## config.mk

```make
export PLATFORM = sky130hd
export DESIGN_NAME = geofence_src
export DESIGN_NICKNAME = d
export VERILOG_FILES = /design/src/rtl/geofence_pkg.sv /design/src/rtl/geofence_src_timer.sv /design/src/rtl/geofence_src.sv
export SDC_FILE = /design/constraint.sdc
export NUM_CORES = 1
export LEC_CHECK = 0
export CAP_MARGIN = 5
export CELL_PAD_IN_SITES_DETAIL_PLACEMENT = 1
export CELL_PAD_IN_SITES_GLOBAL_PLACEMENT = 1
export CORE_MARGIN = 10
export CORE_UTILIZATION = 35
export DETAILED_ROUTE_END_ITERATION = 7
export GPL_TIMING_DRIVEN = 0
export PLACE_DENSITY = 0.8
export SLEW_MARGIN = 30
export SYNTH_ARGS = -nofsm -noshare
export SYNTH_HDL_FRONTEND = slang
export SYNTH_SLANG_ARGS = --single-unit
```

## constraint.sdc

```tcl
create_clock -name clk -period 3.4 [get_ports clk]
set_clock_uncertainty 0.15 [all_clocks]
set_input_delay 1.02 -clock clk [delete_from_list [all_inputs] [get_ports clk]]
set_output_delay 1.02 -clock clk [all_outputs]
set_load 0.02 [all_outputs]
```

## src/rtl/geofence_pkg.sv

```systemverilog
// Shared types and constants for the geofence point-stream source.
//   state_t  : source FSM states
//   point_t  : one {x,y} coordinate pair as packed in a ROM word
//   ERR_*    : bit positions inside the sticky err vector
package geofence_pkg;

    localparam int PTS_PER_SET    = 7;   // object point + 6 fence vertices
    localparam int COORD_W        = 10;
    localparam int ERR_TIMEOUT    = 0;   // engine never answered
    localparam int ERR_SEND_VALID = 1;   // engine strobed while we were still streaming

    typedef enum logic [2:0] {
        ST_IDLE,
        ST_PREF,
        ST_SEND,
        ST_WAIT,
        ST_DONE
    } state_t;

    typedef struct packed {
        logic [COORD_W-1:0] x;
        logic [COORD_W-1:0] y;
    } point_t;

endpackage

```

## src/rtl/geofence_src_timer.sv

```systemverilog
// WAIT-cycle counter for the geofence source.
//   clk, reset : clock, asynchronous active-low reset
//   clear      : forces the count to zero (has priority over enable)
//   enable     : counts one WAIT cycle
//   tc         : high during the TIMEOUT-th enabled cycle since the last clear
module geofence_src_timer #(
    parameter int TIMEOUT = 1023
) (
    input  logic clk,
    input  logic reset,
    input  logic clear,
    input  logic enable,
    output logic tc
);

    localparam int CW = $clog2(TIMEOUT + 1);

    logic [CW-1:0] count;

    always_ff @(posedge clk or negedge reset) begin
        if (!reset) begin
            count <= '0;
        end else if (clear) begin
            count <= '0;
        end else if (enable) begin
            count <= count + CW'(1);
        end
    end

    // Count starts at 0 on the first WAIT cycle, so TIMEOUT-1 marks the last one.
    assign tc = enable && (count == CW'(TIMEOUT - 1));

endmodule

```

## src/rtl/geofence_src.sv

```systemverilog
// Geofence point-stream source.
// Reads point sets from a synchronous ROM, streams each set (object point then
// fence vertices) on X/Y one point per cycle, waits for the engine result and
// writes it into the result buffer.
//   clk, reset          : clock, asynchronous active-low reset
//   start               : run request pulse, honoured in IDLE or DONE only
//   rom_addr / rom_data : ROM read port, data arrives one cycle after address
//   X, Y                : current point, zero outside SEND
//   valid, is_inside    : engine result strobe and value
//   res_we/addr/data    : one-cycle result write
//   busy, done, err     : status; err is sticky until the next start or reset
//
// Engine handshake: valid is a single-cycle strobe with no back-pressure.
// is_inside is meaningful only in a cycle where valid is high. A strobe in
// WAIT is captured; one in SEND only raises err[1]; anywhere else it is dropped.
module geofence_src
    import geofence_pkg::*;
#(
    parameter int NUM_SETS = 16,
    parameter int PTS      = PTS_PER_SET,
    parameter int TIMEOUT  = 1023,
    parameter int AW       = 8,
    localparam int SW      = (NUM_SETS > 1) ? $clog2(NUM_SETS) : 1
) (
    input  logic                 clk,
    input  logic                 reset,
    input  logic                 start,
    output logic [AW-1:0]        rom_addr,
    input  logic [2*COORD_W-1:0] rom_data,
    output logic [COORD_W-1:0]   X,
    output logic [COORD_W-1:0]   Y,
    input  logic                 valid,
    input  logic                 is_inside,
    output logic                 res_we,
    output logic [SW-1:0]        res_addr,
    output logic                 res_data,
    output logic                 busy,
    output logic                 done,
    output logic [1:0]           err
);

    localparam int KW = (PTS > 1) ? $clog2(PTS) : 1;

    if ((NUM_SETS * PTS) > (2 ** AW)) begin : g_bad_cfg
        $error("geofence_src: AW too small for NUM_SETS*PTS ROM words");
    end

    state_t          state_q, state_d;
    logic [SW-1:0]   set_q, set_d;
    logic [KW-1:0]   k_q, k_d;
    logic [AW-1:0]   addr_q, addr_d;
    logic            we_q, we_d;
    logic [SW-1:0]   raddr_q, raddr_d;
    logic            rdata_q, rdata_d;
    logic [1:0]      err_q, err_d;
    logic            tc;
    logic            last_k, last_set;
    logic [AW-1:0]   next_base;
    point_t          pt;

    geofence_src_timer #(
        .TIMEOUT(TIMEOUT)
    ) u_timer (
        .clk    (clk),
        .reset  (reset),
        .clear  (state_q != ST_WAIT),
        .enable (state_q == ST_WAIT),
        .tc     (tc)
    );

    assign pt        = rom_data;
    assign last_k    = (k_q == KW'(PTS - 1));
    assign last_set  = (set_q == SW'(NUM_SETS - 1));
    // Address of the next set's object point; parked on rom_addr during WAIT
    // so rom_data already holds it when the engine answers.
    assign next_base = AW'((32'(set_q) + 32'd1) * 32'(PTS));

    always_ff @(posedge clk or negedge reset) begin
        if (!reset) begin
            state_q <= ST_IDLE;
            set_q   <= '0;
            k_q     <= '0;
            addr_q  <= '0;
            we_q    <= 1'b0;
            raddr_q <= '0;
            rdata_q <= 1'b0;
            err_q   <= '0;
        end else begin
            state_q <= state_d;
            set_q   <= set_d;
            k_q     <= k_d;
            addr_q  <= addr_d;
            we_q    <= we_d;
            raddr_q <= raddr_d;
            rdata_q <= rdata_d;
            err_q   <= err_d;
        end
    end

    always_comb begin
        state_d = state_q;
        set_d   = set_q;
        k_d     = k_q;
        addr_d  = addr_q;
        we_d    = 1'b0;
        raddr_d = raddr_q;
        rdata_d = rdata_q;
        err_d   = err_q;
        case (state_q)
            ST_IDLE, ST_DONE: begin
                if (start) begin
                    set_d   = '0;
                    k_d     = '0;
                    addr_d  = '0;
                    err_d   = '0;
                    state_d = ST_PREF;
                end
            end
            ST_PREF: begin
                addr_d  = AW'(1);
                state_d = ST_SEND;
            end
            ST_SEND: begin
                if (valid) begin
                    err_d[ERR_SEND_VALID] = 1'b1;
                end
                if (last_k) begin
                    addr_d  = next_base;
                    state_d = ST_WAIT;
                end else begin
                    k_d    = k_q + KW'(1);
                    addr_d = addr_q + AW'(1);
                end
            end
            ST_WAIT: begin
                // valid wins over a timeout landing in the same cycle
                if (valid || tc) begin
                    we_d    = 1'b1;
                    raddr_d = set_q;
                    rdata_d = valid ? is_inside : 1'b0;
                    if (!valid) begin
                        err_d[ERR_TIMEOUT] = 1'b1;
                    end
                    if (last_set) begin
                        state_d = ST_DONE;
                    end else begin
                        set_d   = set_q + SW'(1);
                        k_d     = '0;
                        // rom_data already shows point 0; fetch point 1 now
                        addr_d  = addr_q + AW'(1);
                        state_d = ST_SEND;
                    end
                end
            end
            default: state_d = ST_IDLE;
        endcase
    end

    assign rom_addr = addr_q;
    assign X        = (state_q == ST_SEND) ? pt.x : '0;
    assign Y        = (state_q == ST_SEND) ? pt.y : '0;
    assign res_we   = we_q;
    assign res_addr = raddr_q;
    assign res_data = rdata_q;
    assign busy     = (state_q == ST_PREF) || (state_q == ST_SEND) || (state_q == ST_WAIT);
    assign done     = (state_q == ST_DONE);
    assign err      = err_q;

endmodule
```

After elaboration in Yosys (flattened, before gate mapping):

Index checks and enable logic that the tools add are counted.

* output and inout port bits: 38
* input bits: 25
* register bits: 36
* word-level logic and storage cells: 81

* $add $sub $neg: 5
* muxes and demuxes: 32
* $mul: 1
* eq/ne operators: 15
* reductions and logical operators: 18

Operators with widths (count)
* 10-bit 2-to-1 mux: 4
* 8-bit 2-to-1 mux: 4
* 8-bit one-hot mux with 4 select lines: 1
* 3-bit 2-to-1 mux: 8
* 2-bit != test (second input constant): 7
* 4-bit 2-to-1 mux: 3
* 3-bit one-hot mux with 4 select lines: 1
* 4-bit AND reduction: 3
* 10-bit by 1-bit adder with 10-bit output (second input constant): 1
* 10-bit equality test (second input constant): 1
* 3-bit one-hot mux with 3 select lines: 1
* 8-bit by 1-bit adder with 8-bit output (second input constant): 1
* 5-bit by 3-bit multiplier with 8-bit output (second input constant): 1
* 4-bit one-hot mux with 2 select lines: 1
* 3-bit by 2-bit equality test with 1-bit output (second input constant): 2
* 3-bit equality test (second input constant): 2
* 1-bit 2-to-1 mux: 6
* 3-bit AND reduction: 2
* 2-bit nonzero test: 3
* 4-bit by 1-bit adder with 5-bit output (second input constant): 1
* 5-bit AND reduction: 1
* 4-bit by 1-bit adder with 4-bit output (second input constant): 1
* 4-bit equality test (second input constant): 1
* 1-bit one-hot mux with 2 select lines: 2
* other kinds (11): 13

Logic depth before layout (Yosys ltp):

Gate-level depths: netlist of the first run.

* word-level depth: 5
* mapped depth: 13

Hierarchy:

Synthesis of the first run repeated with hierarchy kept, for this count alone.

* cells, all modules: 246
* area, all modules: 2311.0 sq um

Modules (own cells, without submodules)
* geofence_src: area an instance 1786.7 sq um, seq. area each 650.6 sq um, cells an instance 194, times used 1
* geofence_src_timer: area an instance 524.3 sq um, seq. area each 250.2 sq um, cells an instance 52, times used 1

Least setup slack after synthesis of the first run:

No wires, ideal clock.

* path type: register -> register
* start: reg set_q[1]
* end: reg addr_q[7] (netlist: rom_addr[7])
* path slack: 0.286 ns
* setup time: 0.123 ns
* arrival time: 2.841 ns
* cell stages (with the launch flop): 12
* clock period less this slack: 3.114 ns
* path buffers: 0
* cells stage by stage: dfrtp_1 > ha_1 > xor2_1 > inv_1 > fa_1 > inv_1 > ha_1 > a21oi_1 > nor3_1 > o311a_1 > a211oi_1 > o2bb2ai_1

* cells in the longest elaborated chain, start to end: 4
* elaborated cells between the ends (all ways): 7

RTL lines
* start, declared: line geofence_src.sv:49 `logic [SW-1:0] set_q, set_d;`
* start signal, assigned: line geofence_src.sv:90 `set_q <= set_d;`
* 4-bit by 1-bit adder with 5-bit output: line geofence_src.sv:76 `assign next_base = AW'((32'(set_q) + 32'd1) * 32'(PTS));`
* 5-bit by 3-bit multiplier with 8-bit output: line geofence_src.sv:76
* 8-bit 2-to-1 mux: line geofence_src.sv:127 `if (last_k) begin`
* 8-bit one-hot mux with 4 select lines: line geofence_src.sv:109 `case (state_q)`
* end signal, assigned: line geofence_src.sv:92 `addr_q <= addr_d;`
* end, declared: line geofence_src.sv:51 `logic [AW-1:0] addr_q, addr_d;`

Several ways; a longest one is shown, not always the timed one.
A chain may end at the register's enable or synchronous reset.

Worst setup path in the final report of the first run:

* start: in rom_data[9]
* end: out Y[9]

* cells in the longest elaborated chain, start to end: 1

RTL lines
* start, declared: line geofence_src.sv:29 `input logic [2*COORD_W-1:0] rom_data,`
* 10-bit 2-to-1 mux: line geofence_src.sv:161 `assign Y = (state_q == ST_SEND) ? pt.y : '0;`
* end, declared: line geofence_src.sv:31 `output logic [COORD_W-1:0] Y,`

Every way passes these cells.

==> results of run 1 <==
cells in the final DEF, fill, tap and decap left out, drive strengths merged, types with 7 or more instances in the layout:
cell type / count
inv: 17
and3: 7
dlygate4sd2: 9
dlymetal6s2s: 10
clkbuf: 12
nand3: 14
ha: 13
dfrtp: 36
nor2: 22
nand2: 11
and2: 23
a21oi: 7
o21ai: 15
mux2: 7
xor2: 12
clkdlybuf4s50: 42
sequential cells by signal (all words and copies together) (netlist names):
register       cells
err                2
res_addr           4
res_we             1
set_q              4
rom_addr           8
k_q                3
res_data           1
u_timer.count     10
state_q            3
routing by layer:
layer	vias to the layer above	part of all wire
li1	1002	-
met1	1021	0.48
met2	68	0.45
met3	10	0.052
met4	0	0.018
met5	-	0
path summary, 6_finish.rpt:
check                              endpoint         from  cells past startpoint
setup / recovery                       Y[9]  rom_data[9]                      3
hold / removal                       err[0]       err[0]                      2
setup reg to reg                rom_addr[7]     set_q[0]                     11
hold reg to reg                      err[0]       err[0]                      2
max in group asynchronous  u_timer.count[5]        reset                      2
min in group asynchronous       res_addr[3]        reset                      1
layout make-up:
type,instances,area share
plain buffers,7,0.01300
clock buffers,8,0.02752
multi-input cells,187,0.4323
repair buffers,64,0.2030
well taps,77,0.02943
flip-flops and latches,36,0.2752
inverters,17,0.01950
cells by family after synthesis:
kind of cell,after synthesis,synth area share
compound gates,49,0.1400
xor+xnor,16,0.05895
fa+ha+maj,17,0.1021
flops,36,0.3789
simple gates,97,0.2405
buf+inv,24,0.04210
mux,8,0.03737
worst min-delay path, stage by stage (launching register included):
cell     delay [ns]
dfrtp_1        0.35
nand2_1        0.05
o21ai_0        0.06
power groups by stage:
| stage | clock [uW] | combinational (uW) | sequential [uW] |
|---|---|---|---|
| global route | 347 | 1970 | 730 |
| detailed placement | 0 | 1750 | 703 |
| CTS | 329 | 1760 | 697 |
| global placement | 0 | 1660 | 691 |
| floorplan | 0 | 1070 | 755 |
| finish | 325 | 1760 | 701 |
metrics by stage:
stage	total power (uW)	hold slack, ns	utilization
2_1_floorplan	1826	0.3472	-
3_3_place_gp	2353	0.3281	0.4791
3_5_place_dp	2448	0.3449	0.4826
4_1_cts	2786	0.3613	0.4965
5_1_grt	3049	0.3858	0.5068
6_report	2787	0.3448	0.5068
timing repair:
action / in CTS / in global routing
pin swaps: 0 / 1
endpoints found under the setup margin: 21 / 13
gates resized for setup: 13 / 16
setup buffers: 0 / 1
==> results.md, run 1 <==
* Outcome: finished clean
* Initial DRT Pass Iterations at 4
* Crit Path Category: primary input to output pin
* Dominant cells by area after synthesis: dfrtp_1 (38%), ha_1 (6.8%), and2_1 (6.1%)
* H-tree depth at 2
* Largest net degree at the start of global routing at 25
* Clk_lat worst skew at approximately 0.29 ns
* DR WL/cell at about 17 um
* Synth cell count leaders: dfrtp_1 (36), and2_1 (23), nor2_1 (20), inv_1 (17), o21ai_0 (15)
* Most used cell, CP: clkdlybuf4s50_1
* Inst Count DP at roughly 390
* Final ANT Viol Nets at 0
* N_diodes at 0
* Synth area leader: dfrtp_1
* Comb pwr share at 0.632
* Setup TNS at 0 ns
* Bufs and invs on worst path at 2
* Core area at 6459 um^2
* GR Layer Usage met3 at 0.03306
* Area of the multi-input gates at 1415 um^2
* Die Span Y at roughly 100 um
* Worst Max-Slew Pin Slew at about 0.73 ns
* # rows at 29
* CTS max path bufs at 2
* Initial antenna violation count at 0
* CP max stage cell: clkdlybuf4s50_1
* CP delay by family, top: buffers and inverters
* Max Freq at 0.2978 GHz
* CTS Root Cell: clkbuf_8
* CTS tree: built
* Yosys warns at 0
* Synth Area per Inst at between 9 and 10 um^2
* Rel. slew slack at 0.5058
* Leak Pwr at about 0.0015 uW
* CP Launch Type: primary input
* PwrDens at roughly 850 nW/um^2
* Starting Density at 0.3681
* Post-CTS Hold Fix Bufs at 0
* Register Area at 900.9 um^2
* Synth unique cells at 50
* Fillers at roughly 740
* Syn Inst Count at between 200 and 250
* Tmin final at roughly 3.4 ns
* Async SR Flop Fraction at 1.000
* Grt ovf at 0
* Hold WC Path Type: register to register
* Worst EP required at 2.23 ns
* TritonCTS Sinks at 36
* Syn nets at 289
* Die ar. at 10490 um^2
* Worst setup slack after placement at -0.1154 ns
* Fin area at ~3300 um^2
* CTS buffer count at 5
* Clock share of power at 0.117
* Share of layout cells above drive strength 1 at 0.1160
* Remaining DRCs at 0
* Slew Limit Fails at 0
* Final cell count without fillers at between 300 and 400
* Met1 Resource Use GR at 0.1611
* Met2 Use GR at 0.2232
* # nets final at 360
* PortBufs at 62
* Max cap viols at 0
* GRT Max-Usage Layer: met2
* Endpoint class of the critical path: output pin
* Final Setup Violations at 0
* Total Routed Length at about 6800 um
* Dpl cell area at approximately 3100 um^2
* Final Hold Vio Count at 0
* HPWL after DPL at ~5500 um
* Cell Area, Synth at approximately 2400 um^2
* Clk slew on worst S/H paths at 0.07 ns
* Worst vdd ir at 495.8 uV
* GRT Overall Usage at 0.1328
* RD Place Congestion at just over 0.8
* Synth Register Bits at 36
* Register share of total power at 0.252
* Area Growth Syn to Fin at 37.68%
* First-iteration detailed-routing DRC count at 65
* Switching pwr at ~1300 uW
* Avg Vias per Cell at roughly 5.3
* EDFF count, synth at 0
* Sw Share at 0.4526
* Internal power at between 1500 and 2000 uW
* Most numerous cell in the Yosys netlist: dfrtp_1
* Crit Path Max Fanout at 1
* Critical Path AT at approximately 2.2 ns
* Reg2Reg Setup Slack at 0.19 ns
* Slowest stage delay, CP at 0.61 ns
* Number of global-route vias before repair at roughly 2200
* First-pass GRT wire length at roughly 11000 um
* Synth Flop Type: dfrtp_1
* Vias post-DR at between 2000 and 2500
* Final Worst Setup Slack at about 0.042 ns
* Period utilisation layout at 0.9875
* Chip width at 102.4 um
* Area share of the largest cell type after synthesis at 0.3789
* Critical-path cell list: clkdlybuf4s50_1 > and2_1 > clkdlybuf4s50_1
* Sequential area share after synthesis at 0.3789
* I/O pin count at 63
Power figures use the tool's default switching activity.
==> inputs of run 2 (changes only) <==
--- a/config.mk
+++ b/config.mk
@@ -5,7 +5,7 @@
 export SDC_FILE = /design/constraint.sdc
 export NUM_CORES = 1
 export LEC_CHECK = 0
-export CAP_MARGIN = 5
+export CAP_MARGIN = 20
 export CELL_PAD_IN_SITES_DETAIL_PLACEMENT = 1
 export CELL_PAD_IN_SITES_GLOBAL_PLACEMENT = 1
 export CORE_MARGIN = 10
==> results of run 2 <==
No change in the layout: final DEF, timing and power equal those of run 1.
